## config.mk

```make
export PLATFORM = sky130hd
export DESIGN_NAME = uart_pattern_tx
export DESIGN_NICKNAME = d
export VERILOG_FILES = /design/src/rtl/uart_pattern_tx.sv
export SDC_FILE = /design/constraint.sdc
export NUM_CORES = 1
export LEC_CHECK = 0
export CAP_MARGIN = 20
export CORE_MARGIN = 2
export CORE_UTILIZATION = 50
export CTS_CLUSTER_DIAMETER = 40
export DETAILED_ROUTE_END_ITERATION = 16
export PLACE_DENSITY = 0.71
export RECOVER_POWER = 100
export SKIP_CTS_REPAIR_TIMING = 1
export SLEW_MARGIN = 0
export SYNTH_ARGS = -nofsm -noshare
export SYNTH_HDL_FRONTEND = slang
export SYNTH_SLANG_ARGS = --single-unit
```

## constraint.sdc

```tcl
create_clock -name clk -period 3.7 [get_ports clk]
set_clock_uncertainty 0.05 [all_clocks]
set_input_delay 0.37 -clock clk [delete_from_list [all_inputs] [get_ports clk]]
set_output_delay 0.37 -clock clk [all_outputs]
set_load 0.01 [all_outputs]
```

## src/rtl/uart_pattern_tx.sv

```systemverilog
// uart_pattern_tx: UART test-pattern transmitter with fractional-N bit clock, serializer and character sequencer
//   clk         system clock
//   reset       synchronous reset, active-high
//   enable      1 = run the pattern, 0 = stop after the current frame
//   sertx       UART TX line, idle high
//   busy        1 while a frame or gap is in progress
//   frame_done  one-clk pulse when a frame's last stop bit ends
//   cur_char    character currently or most recently sent
//   frame_count frames completed, wraps at 16 bits
module uart_pattern_tx #(
    parameter int Width    = 15,
    parameter int Incr     = 314,
    parameter int DataBits = 8,
    parameter int Parity   = 0,
    parameter int StopBits = 1,
    parameter int First    = 97,
    parameter int Last     = 122,
    parameter int Mode     = 0,
    parameter int GapBits  = 16
) (
    input  logic        clk,
    input  logic        reset,
    input  logic        enable,
    output logic        sertx,
    output logic        busy,
    output logic        frame_done,
    output logic [7:0]  cur_char,
    output logic [15:0] frame_count
);
    localparam int AccW = Width + 1;
    localparam logic [Width:0] IncrW = AccW'(Incr);
    localparam logic [7:0] Mask = 8'hFF >> (8 - DataBits);
    localparam logic [7:0] FirstC = 8'(First);
    localparam logic [7:0] LastC = 8'(Last);
    localparam logic [15:0] DataEnd = 16'(DataBits - 1);
    localparam logic [15:0] StopEnd = 16'(StopBits - 1);
    localparam logic [15:0] GapEnd = 16'(GapBits - 1);

    typedef enum logic [2:0] {IDLE, START, DATA, PARITY, STOP, GAP} state_t;

    state_t state, state_n;
    logic [Width-1:0] acc;
    logic [Width:0] sum;
    logic tick;
    logic [7:0] shreg, shreg_n, char_n, load_c;
    logic [15:0] cnt, cnt_n, count_n;
    logic par, par_n, done_n, sertx_n, load;

    // bit tick is the carry out of the phase accumulator
    assign sum = {1'b0, acc} + IncrW;
    assign tick = sum[Width];

    always_comb begin
        state_n = state;
        shreg_n = shreg;
        cnt_n = cnt;
        char_n = cur_char;
        count_n = frame_count;
        done_n = 1'b0;
        load = 1'b0;
        if (tick) begin
            case (state)
                IDLE: begin
                    state_n = enable ? START : IDLE;
                    load = enable;
                end
                START: begin
                    state_n = DATA;
                    cnt_n = '0;
                end
                DATA: begin
                    if (cnt == DataEnd) begin
                        state_n = (Parity != 0) ? PARITY : STOP;
                        cnt_n = '0;
                    end else begin
                        cnt_n = cnt + 16'd1;
                        shreg_n = shreg >> 1;
                    end
                end
                PARITY: begin
                    state_n = STOP;
                    cnt_n = '0;
                end
                STOP: begin
                    if (cnt == StopEnd) begin
                        done_n = 1'b1;
                        count_n = frame_count + 16'd1;
                        char_n = (Mode == 1 || cur_char == LastC) ? FirstC : cur_char + 8'd1;
                        cnt_n = '0;
                        state_n = !enable ? IDLE : (GapBits > 0) ? GAP : START;
                        load = enable && GapBits == 0;
                    end else begin
                        cnt_n = cnt + 16'd1;
                    end
                end
                GAP: begin
                    if (!enable) begin
                        state_n = IDLE;
                    end else if (cnt == GapEnd) begin
                        state_n = START;
                        cnt_n = '0;
                        load = 1'b1;
                    end else begin
                        cnt_n = cnt + 16'd1;
                    end
                end
                default: state_n = IDLE;
            endcase
        end
        // the frame's character is frozen into the shifter on entry to START,
        // using the already-advanced character for back-to-back frames
        load_c = char_n & Mask;
        par_n = load ? (^load_c) ^ (Parity == 2) : par;
        if (load) shreg_n = load_c;
        // line level is registered from the next state so the pin is glitch-free
        sertx_n = (state_n == START) ? 1'b0 :
                  (state_n == DATA) ? shreg_n[0] :
                  (state_n == PARITY) ? par_n : 1'b1;
    end

    always_ff @(posedge clk) begin
        if (reset) begin
            acc <= '0;
            state <= IDLE;
            shreg <= '0;
            cnt <= '0;
            par <= 1'b0;
            sertx <= 1'b1;
            busy <= 1'b0;
            frame_done <= 1'b0;
            cur_char <= FirstC;
            frame_count <= '0;
        end else begin
            acc <= sum[Width-1:0];
            state <= state_n;
            shreg <= shreg_n;
            cnt <= cnt_n;
            par <= par_n;
            sertx <= sertx_n;
            busy <= state_n != IDLE;
            frame_done <= done_n;
            cur_char <= char_n;
            frame_count <= count_n;
        end
    end
endmodule

```

### Word level (Yosys, flattened, before mapping)

Index checks and enable logic that the tools add are counted.

| word-level totals | value |
|---|---|
| logic and storage cells | 72 |
| output and inout port bits | 27 |
| input bits | 3 |
| register bits after elaboration | 70 |

| operators by class | value |
|---|---|
| bitwise gates (word level) | 2 |
| mux-type cells | 30 |
| reduce and logical (&&, ||, !) cells | 12 |
| equal/unequal tests | 13 |
| $add $sub $neg | 4 |

Operators by type and width:

| kind | number |
|---|---|
| 16-bit two-way mux | 4 |
| 8-bit two-way mux | 8 |
| 16-bit one-hot mux with 4 select lines | 1 |
| 16-bit by 1-bit adder with 16-bit output, second input constant | 2 |
| 3-bit two-way mux | 6 |
| 3-bit one-hot mux with 6 select lines | 1 |
| 15-bit by 9-bit adder with 16-bit output, second input constant | 1 |
| 16-bit by 3-bit equality test with 1-bit output, second input constant | 1 |
| 16-bit by 4-bit equality test with 1-bit output, second input constant | 1 |
| 16-bit logical NOT | 1 |
| 3-bit by 2-bit equality test with 1-bit output, second input constant | 4 |
| 1-bit two-way mux | 9 |
| 3-bit AND reduction | 3 |
| 8-bit by 1-bit adder with 8-bit output, second input constant | 1 |
| 8-bit by 7-bit equality test with 1-bit output, second input constant | 1 |
| 8-bit parity | 1 |
| 3-bit by 1-bit equality test with 1-bit output, second input constant | 2 |
| 3-bit equality test, second input constant | 2 |
| 2-bit inequality test, second input constant | 2 |
| 2-bit nonzero test | 2 |
| 4-bit nonzero test | 1 |
| 3-bit logical NOT | 1 |
| 3-bit nonzero test | 1 |
| 3-bit OR reduction | 1 |
| other kinds (3) | 4 |

### Longest topological paths before layout

Gate-level depths: netlist of run 1.

| depth | value |
|---|---|
| depth after elaboration | 10 |
| depth in mapped cells | 11 |
| mapped depth without buffers | 10 |

### Least setup slack after synthesis of run 1

Ideal clock, no wire load.

| path | value |
|---|---|
| kind | register -> register |
| from | register cnt[0] |
| to | register par |
| data required time | 3.571 ns |
| stages on the path, launching flop included | 11 |
| clock period less this slack | 2.684 ns |
| slack | 1.016 ns |
| arrival | 2.555 ns |
| library setup time | 0.079 ns |
| buffers on the path | 0 |
| cell sequence | dfxtp_1 > inv_1 > ha_1 > nor3b_1 > and4_1 > nand4_2 > or3_1 > a22oi_2 > xnor2_1 > xnor3_1 > a211oi_2 |

| between the ends | value |
|---|---|
| longest elaborated chain between the ends | 6 |
| elaborated cells between the ends (all ways) | 11 |
| those cells by class | 1 x eq/ne; 8 x mux; 2 x reduce/logical |

RTL lines:

| what | line | text |
|---|---|---|
| from (decl) | 46 | `logic [15:0] cnt, cnt_n, count_n;` |
| from (signal assigned) | 137 | `cnt <= cnt_n;` |
| 16-bit by 4-bit equality test with 1-bit output or 16-bit logical NOT (tied branches) | 99, 85 |  |
| 1-bit two-way mux or 8-bit two-way mux (tied branches) | 99, 85 |  |
| 1-bit two-way mux or 8-bit two-way mux (tied branches) | 97, 62 |  |
| 1-bit one-hot mux with 2 select lines or 8-bit two-way mux (tied branches) | 62, 61 |  |
| 1-bit two-way mux or 8-bit parity (tied branches) | 61, 113 |  |
| 1-bit two-way mux * | 113 | `par_n = load ? (^load_c) ^ (Parity == 2) : par;` |
| to (signal assigned) | 138 | `par <= par_n;` |
| to (decl) | 47 | `logic par, par_n, done_n, sertx_n, load;` |

Every way passes the cells marked *; elsewhere a longest branch is shown, timed or not.
A chain may end at the register's enable or synchronous reset.

### Worst setup path in the final report of run 1

| path | value |
|---|---|
| from | register cnt[7] |
| to | register par |

Same word-level chain as after synthesis.

==> out/results.txt, run 1 <==
In the final layout, flip-flops and latches occupy 1381 sq um. The total congestion overflow is 0, and the remaining antenna violation count after routing is 0. The number of buffers and inverters on the critical path is 0. The run gives 3 as the level count of the clock H-tree. Initial antenna violation count: 0. STA classifies the critical path startpoint as a flip-flop. Of the cells placed in the final design, the portion with a size suffix greater than 1 is 7.260%. The antenna diode instance count was 0. After detailed routing, the average wire length per cell comes to 13.36 um. The flow ran to the end, but the final reports show violations.

Count of unique library cells instantiated by Yosys: 53. The final-report hold violation count was 0; the area growth from synthesis to layout was 13.33%. Summed over all cells, the static leakage comes to 1.507 nW.

The final critical path takes up 84.34% of the cycle. The average vias per placed instance was 5.580. The maximum clock rate was 320.5 MHz; the shortest period the worst path allows was 3120 ps. The logs give 40 for the final-report max-slew violation count and 0 for the number of warnings issued by yosys. For the max capacitance violation total, the log shows 1. VDD sags by at most 0.1820 mV. For the pin with the worst max-slew slack, the measured transition is 1707 ps. In this run the tool buffered the top-level ports with 29 buffer cells. The run gives 432 as the net total in the final layout. The signal on the critical path passes through nor4_1, and4_1, and4_1, nand2_4, mux2i_1, xnor2_2, xnor3_1, a211oi_2. The relative slew slack came out at -13.77%. The floorplan step defined a core boundary enclosing 6719 sq um.

The first global-routing pass estimated 11590 um of wire. The post-detailed-placement half-perimeter wirelength is 4740 um, and the final setup violation count is 0. After synthesis the netlist holds a flip-flop and latch count of 69.

For the weighted congestion at the end of routability-driven global placement, the log shows 0.8663. Final non-filler cell area: 3882 sq um. In this run, the number of DRC markers left after iteration 0 of detailed routing was 93. Counting every instance in the synthesized netlist gives 394. Counting along the longest clock path gives a buffer depth of 2. The logs give 2541 for the via count of the first global-routing pass and 3426 sq um for the netlist area before placement. Counting the fill cells in the layout gives 619. The fraction of registers with async set or reset after synthesis was 0%. The tools report the setup total negative slack as 0 ps.

In this run the cell area measured after placement is 3769 sq um. In the final layout, the multi-input gates occupy 1903 sq um. The setup path with the least slack is of type flip-flop to flip-flop. Number of iterations in the first detailed-routing pass: 4. The total vias in the final route is 2829. Power comes to 1.387 mW.

The number of top-level pins is 30, and the die width is 86.78 um. For the die footprint, the log shows 7530 sq um. The library cell used as clock root buffer was clkbuf_8. Clock latency on the worst-skew pair, taken at its later pin, is 340 ps. The clock slew seen by the registers of the worst setup and hold paths is 80 ps. The most common cell type on the critical path was and4_1.

Yosys mapped a number of flops with a built-in enable equal to 0. The post-synthesis area per instance works out to 8.695 sq um. For this design, the slowest cell found on the critical path is nor4_1. When the netlist entered floorplanning its net count stood at 403.

After detailed routing, the total wire length is 6773 um. STA classifies the critical path endpoint as a flip-flop. The initial utilization of the core area, before any placement, comes to 50.99%. The commonest non-fill, non-tap cell in the layout is dfxtp_1. Power spread over the standard cell area amounts to 357.2 nW/um^2. Entering global routing, the biggest net connects 40 pins. For this run, the leading register cell type out of synthesis is dfxtp_1. Along the worst path, the maximum fanout reaches 10. The die is 86.78 um tall. The final reports fail on capacitance limit, slew limit. In the layout the commonest cells are 69 x dfxtp_1, 61 x nor2_1, 32 x nand2_1. Sequential cells were found to cover 40.32% of the synthesized design area. Setup repair after global routing left no endpoint under its margin.

The number of clock buffers inserted by TritonCTS came out at 9. The run gives 30 as the number of standard-cell rows in the floorplan. The kind of cell with the highest combined delay along the critical path is simple AND/OR/NAND/NOR gates. Classification of the worst-slack hold path: flip-flop to flip-flop. TritonCTS built the clock tree. Across every metal layer, demand over resource in global routing totals 19.21%. For the data required time of the worst path, the log shows 3900 ps. The DRC violations left is 0.

The clock drives 69 sinks. The largest stage delay on the critical path is 620 ps, and the worst hold slack is 406.8 ps. The run gives 3320 ps as the signal arrival time at the worst endpoint.
[kinds of logic (layout without fill, tap and decap cells)]
group                    count (synthesis)  count (layout)  share of synthesized area [%]
AND/OR/NAND/NOR                        185             185                          29.44
flip-flops                              69              69                          40.32
AO/OA/AOI/OAI                           61              61                          11.40
XOR/XNOR                                38              38                          10.55
buffers and inverters                   25              58                          2.995
multiplexers                            10              10                          3.104
adder cells (fa/ha/maj)                  6               6                          2.191
[worst reg2reg max path: stages (launching register included)]
cell	delay, ps
dfxtp_1	340
nor4_1	620
and4_1	360
and4_1	510
nand2_4	80
mux2i_1	360
xnor2_2	180
xnor3_1	340
a211oi_2	200
[cells in the mapped netlist (2+ instances only)]
cell	instances	area share, %
a211oi_1	8	1.8
a21o_1	2	0.44
a21oi_1	19	2.8
a22oi_1	2	0.44
and2_1	2	0.37
and3_1	10	1.8
and4_1	5	1.3
clkbuf_1	13	1.4
dfxtp_1	69	40
ha_1	6	2.2
inv_1	10	1.1
mux2_2	2	0.66
mux2i_1	7	2.0
nand2_1	32	3.5
nand2b_1	2	0.37
nand3_1	14	2.0
nand3b_1	2	0.44
nand4_1	8	1.5
nand4_2	2	0.73
nor2_1	61	6.7
nor2b_1	9	1.6
nor3_1	4	0.58
nor3b_1	5	1.1
nor4_1	2	0.37
nor4_2	5	1.8
o21a_1	2	0.44
o21ai_0	16	2.3
o22ai_1	2	0.37
o31a_1	2	0.51
o31ai_1	3	0.66
or2_2	3	0.55
or3_1	10	1.8
xnor2_1	13	3.3
xnor2_2	2	0.95
xor2_1	22	5.6
[power breakdown]
part           leakage (nW)  internal, mW  switching, mW
combinational         0.869        0.0365         0.0456
clock                0.0792         0.239          0.276
sequential            0.559         0.765         0.0250
[final cells by class]
cell class                 instances  area share (%)
sequential                        69           35.58
inverter                          10          0.9668
tap                               80           2.578
timing repair buffer              33           7.799
clock inverter                     4          0.6768
multi-input combinational        300           49.02
clock buffer                      11           3.384
[routing by layer]
metal / vias to the layer above / global-route usage (%) / routed length (um)
met5: - / 0 / 0
met4: 0 / 7.528 / 110
met3: 11 / 4.381 / 246
met2: 54 / 30.84 / 3149
met1: 1332 / 25.10 / 3266
li1: 1432 / - / -
[final timing paths]
path                       startpoint           endpoint  slack (ps)  depth (start not counted)
setup / recovery  cnt[7]$_SDFFE_PP0P_     par$_SDFF_PP0_         580                          8
hold / removal      acc[1]$_SDFF_PP0_  acc[1]$_SDFF_PP0_         410                          1
setup reg to reg  cnt[7]$_SDFFE_PP0P_     par$_SDFF_PP0_         580                          8
hold reg to reg     acc[1]$_SDFF_PP0_  acc[1]$_SDFF_PP0_         410                          1
[per-stage QoR]
stage               worst slack, ps  utilization, %  cells
floorplan                      1016               -    394
finish                        579.5           57.78    507
global route                  275.3           57.78    507
global placement              850.3           56.09    491
CTS                           743.2           58.44    506
detailed placement            757.9           56.09    491
[flip-flops by register name (all words and copies together) (netlist names)]
| name | cells |
|---|---|
| frame_done | 1 |
| busy | 1 |
| acc | 14 |
| frame_count | 16 |
| state | 3 |
| cnt | 16 |
| sertx | 1 |
| cur_char | 8 |
| shreg | 8 |
| par | 1 |
Power figures use the tool's default switching activity.
==> inputs of run 2 (changes only) <==
--- a/config.mk
+++ b/config.mk
@@ -10,7 +10,7 @@
 export CORE_UTILIZATION = 50
 export CTS_CLUSTER_DIAMETER = 40
 export DETAILED_ROUTE_END_ITERATION = 16
-export PLACE_DENSITY = 0.71
+export PLACE_DENSITY = 0.73
 export RECOVER_POWER = 100
 export SKIP_CTS_REPAIR_TIMING = 1
 export SLEW_MARGIN = 0
==> constraint.sdc (replaced) <==
create_clock -name clk -period 2.8 [get_ports clk]
set_clock_uncertainty 0.05 [all_clocks]
set_input_delay 0.28 -clock clk [delete_from_list [all_inputs] [get_ports clk]]
set_output_delay 0.28 -clock clk [all_outputs]
set_load 0.01 [all_outputs]
==> out/results.txt, run 2 (synthesized netlist as in run 1, its figures left out) <==
The proportion of layout cells with a drive suffix above 1 works out to 15.85% (+8.6 points). The sort of element at the end of the critical path is a flip-flop. Setup repair after global routing could not meet its margin everywhere. Library cell used as clock root buffer: clkbuf_8.

The tools report the relative slew slack as 63.97% (+78 points). The die footprint was 7530 sq um (unchanged). The final-report max-slew violation count was 0 (-100%); the sequential cell area was 1384 sq um (+0.18%). The tools report the final design utilization as 61.71% (+3.9 points).

The shortest period the worst path allows is 2812 ps (-308.8 ps), and the clock share of power is 37.8% (+0.7 points). Traced cell by cell, the critical path runs through ha_4, or4_4, a22o_4, and4_4, nand4_1, mux2i_2, xor2_1, xnor3_1, a211oi_2. The switching power was 0.5004 mW (+45%).

The minimum setup slack among reg-to-reg paths is -10 ps (-590 ps). The final reports fail on setup timing. The clock sink count is 69 (unchanged). The die width came out at 86.78 um (unchanged). The tools report the signal arrival time at the worst endpoint as 3040 ps (-280 ps). The largest registers in the layout are cnt (16), frame_count (16), acc (14).

The number of top-level pins is 30 (unchanged), and the data required time of the worst path is 3030 ps (-870 ps). The tools report the overall global routing resource usage as 20.25% (+1.0 points). The instance count along the most critical hold path is 2 (+1).

The initial antenna violation count came out at 0 (unchanged). For the maximum number of pins on one net before global-route repair, the log shows 54 (+35%). The remaining antenna violation count after routing was 0 (unchanged). The logs give 0 (unchanged) for the final-report hold violation count and 1.565 nW (+3.9%) for the static leakage. The total congestion overflow came out at 0 (unchanged). TritonCTS built the clock tree. The tools report the via count of the first global-routing pass as 2714 (+6.8%). The average vias per placed instance works out to 5.530 (-0.89%). The cell type of the slowest stage on the worst timing path was or4_4. The clock slew seen by the registers of the worst setup and hold paths works out to 80 ps (about the same). The weighted congestion at the end of routability-driven global placement is 0.8688 (+0.29%), and the area of the core is 6719 sq um (unchanged).

For hold timing, the worst endpoint is acc[5]$_SDFF_PP0_. The post-route clock period utilization was 100.4% (+16 points); the max capacitance violation total was 0 (-1). The worst IR drop on VDD came out at 0.2513 mV (+38%). Source of the critical timing path: acc[1]$_SDFF_PP0_. The number of clock buffers inserted by TritonCTS was 9 (unchanged). The later-pin clock latency in the skew report was 350 ps (about the same). The largest stage delay on the critical path was 530 ps (-90 ps). The least setup slack across all paths after layout came out at -11.67 ps (-591.2 ps). The run gives 1.402 mW (+35%) as the internal power component.

The number of violations reported at the end of detailed-routing iteration 0 was 112 (+20%); the placed instance count was 508 (+3.5%). Overall power consumption: 1.902 mW (+37%). The area growth from synthesis to layout was 21.04%; the final-layout fill cell count was 575 (-7.1%). The min-delay analysis places its worst path in the category flip-flop to flip-flop.

For the final setup violation count, the log shows 1 (+1). The worst hold path begins at acc[5]$_SDFF_PP0_. The DRC violations left was 0 (unchanged).

Commonest non-fill, non-tap cell in the layout: dfxtp_1. The worst register-to-register path ends at par$_SDFF_PP0_. The antenna diode instance count is 0 (unchanged), and the number of cell instances on the worst register-to-register path is 9 (+1).

The tools report the net total in the final layout as 452 (+4.6%). The worst setup path is launched from a flip-flop. For the first-pass GRT wire length, the log shows 12120 um (+4.6%).

The number of iterations in the first detailed-routing pass is 4 (unchanged). The maximum fanout encountered on the critical timing path came out at 6 (-4). The worst hold slack was 448.0 ps (+41.27 ps); the register share of total power was 55.1% (-1.9 points). For the total vias in the final route, the log shows 2920 (+3.2%).

The level count of the clock H-tree was 3 (unchanged); the multi-input gate area in the final layout was 1986 sq um (+4.3%). The type of the worst setup path was flip-flop to flip-flop. The die outline height was 86.78 um (unchanged). The wire length per cell came out at 13.68 um (+2.4%). The number of buffers inserted by port buffering works out to 29 (unchanged). In the layout the commonest cells are 67 x dfxtp_1, 61 x nor2_1, 32 x nand2_1. The combinational share of power was 7.1% (+1.2 points); the maximum clock rate was 355.7 MHz (+11%). For the number of standard-cell rows in the floorplan, the log shows 30 (unchanged). The startpoint of the most critical register-to-register path is acc[1]$_SDFF_PP0_. The actual transition at the worst max-transition pin is 540.4 ps (-1166 ps), and the switching part of the total is 26.31% (+1.4 points). The initial cell density of the core came out at 50.99% (unchanged). The maximum clock insertion buffer count was 2 (unchanged); the overall routed net length was 7225 um (+6.7%). The power per cell area works out to 458.7 nW/um^2 (+28%).

The number of non-filler instances in the completed layout is 528 (+4.1%). The run finished, with violations left. For the post-detailed-placement half-perimeter wirelength, the log shows 5027 um (+6.1%).
## run 2: changes by cell type in the layout (fill, tap and decap cells not counted), sizes merged
cell,delta
clkdlybuf4s50,+27
dlygate4sd3,-27
buf,+24
clkbuf,-6
clkinvlp,+2
inv,+1
## run 2: worst max path at each step
stage / end / slack, ps
2_1_floorplan: par$_SDFF_PP0_ / 120
6_report: par$_SDFF_PP0_ / -10
5_1_grt: par$_SDFF_PP0_ / -120
3_3_place_gp: par$_SDFF_PP0_ / 110
4_1_cts: par$_SDFF_PP0_ / 20
3_5_place_dp: par$_SDFF_PP0_ / 40
## run 2: metal layers
metal | part of all wire [%] | up-vias | global-route usage [%]
met4 | 1.9 | 0 | 10.37
met3 | 3.4 | 12 | 3.429
li1 | - | 1482 | -
met1 | 45 | 1376 | 25.92
met2 | 50 | 50 | 32.80
met5 | 0 | - | 0
## run 2: layout make-up
type	count	area share, %
Sequential cell	69	33.37
Clock buffer	9	2.987
Inverter	10	0.9052
Clock inverter	7	1.207
Tap cell	80	2.414
Multi-Input combinational cell	300	47.89
Timing Repair Buffer	53	11.23
## run 2: critical path, delay by kind of cell (launching register included)
family,cells,cell delay (ps)
AO/OA/AOI/OAI,2,440
XOR/XNOR,2,630
adder cells (fa/ha/maj),1,150
flip-flops,1,340
multiplexers,1,280
AND/OR/NAND/NOR,3,840
## run 2: power groups by stage
stage / clock (mW) / combinational [mW] / sequential (mW)
6_report: 0.719 / 0.136 / 1.05
3_5_place_dp: 0 / 0.123 / 1.06
4_1_cts: 0.744 / 0.124 / 1.04
2_1_floorplan: 0 / 0.0940 / 1.06
5_1_grt: 0.781 / 0.151 / 1.05
3_3_place_gp: 0 / 0.121 / 1.06
## run 2: per-stage QoR
step / cell area [sq um] / worst slack (ps) / setup TNS, ps
finish: 4146 / -11.67 / -11.67
global route: 4146 / -118.1 / -118.1
CTS: 4070 / 22.70 / 0
detailed placement: 3896 / 40.82 / 0
global placement: 3896 / 114.2 / 0
floorplan: 3426 / 115.8 / 0
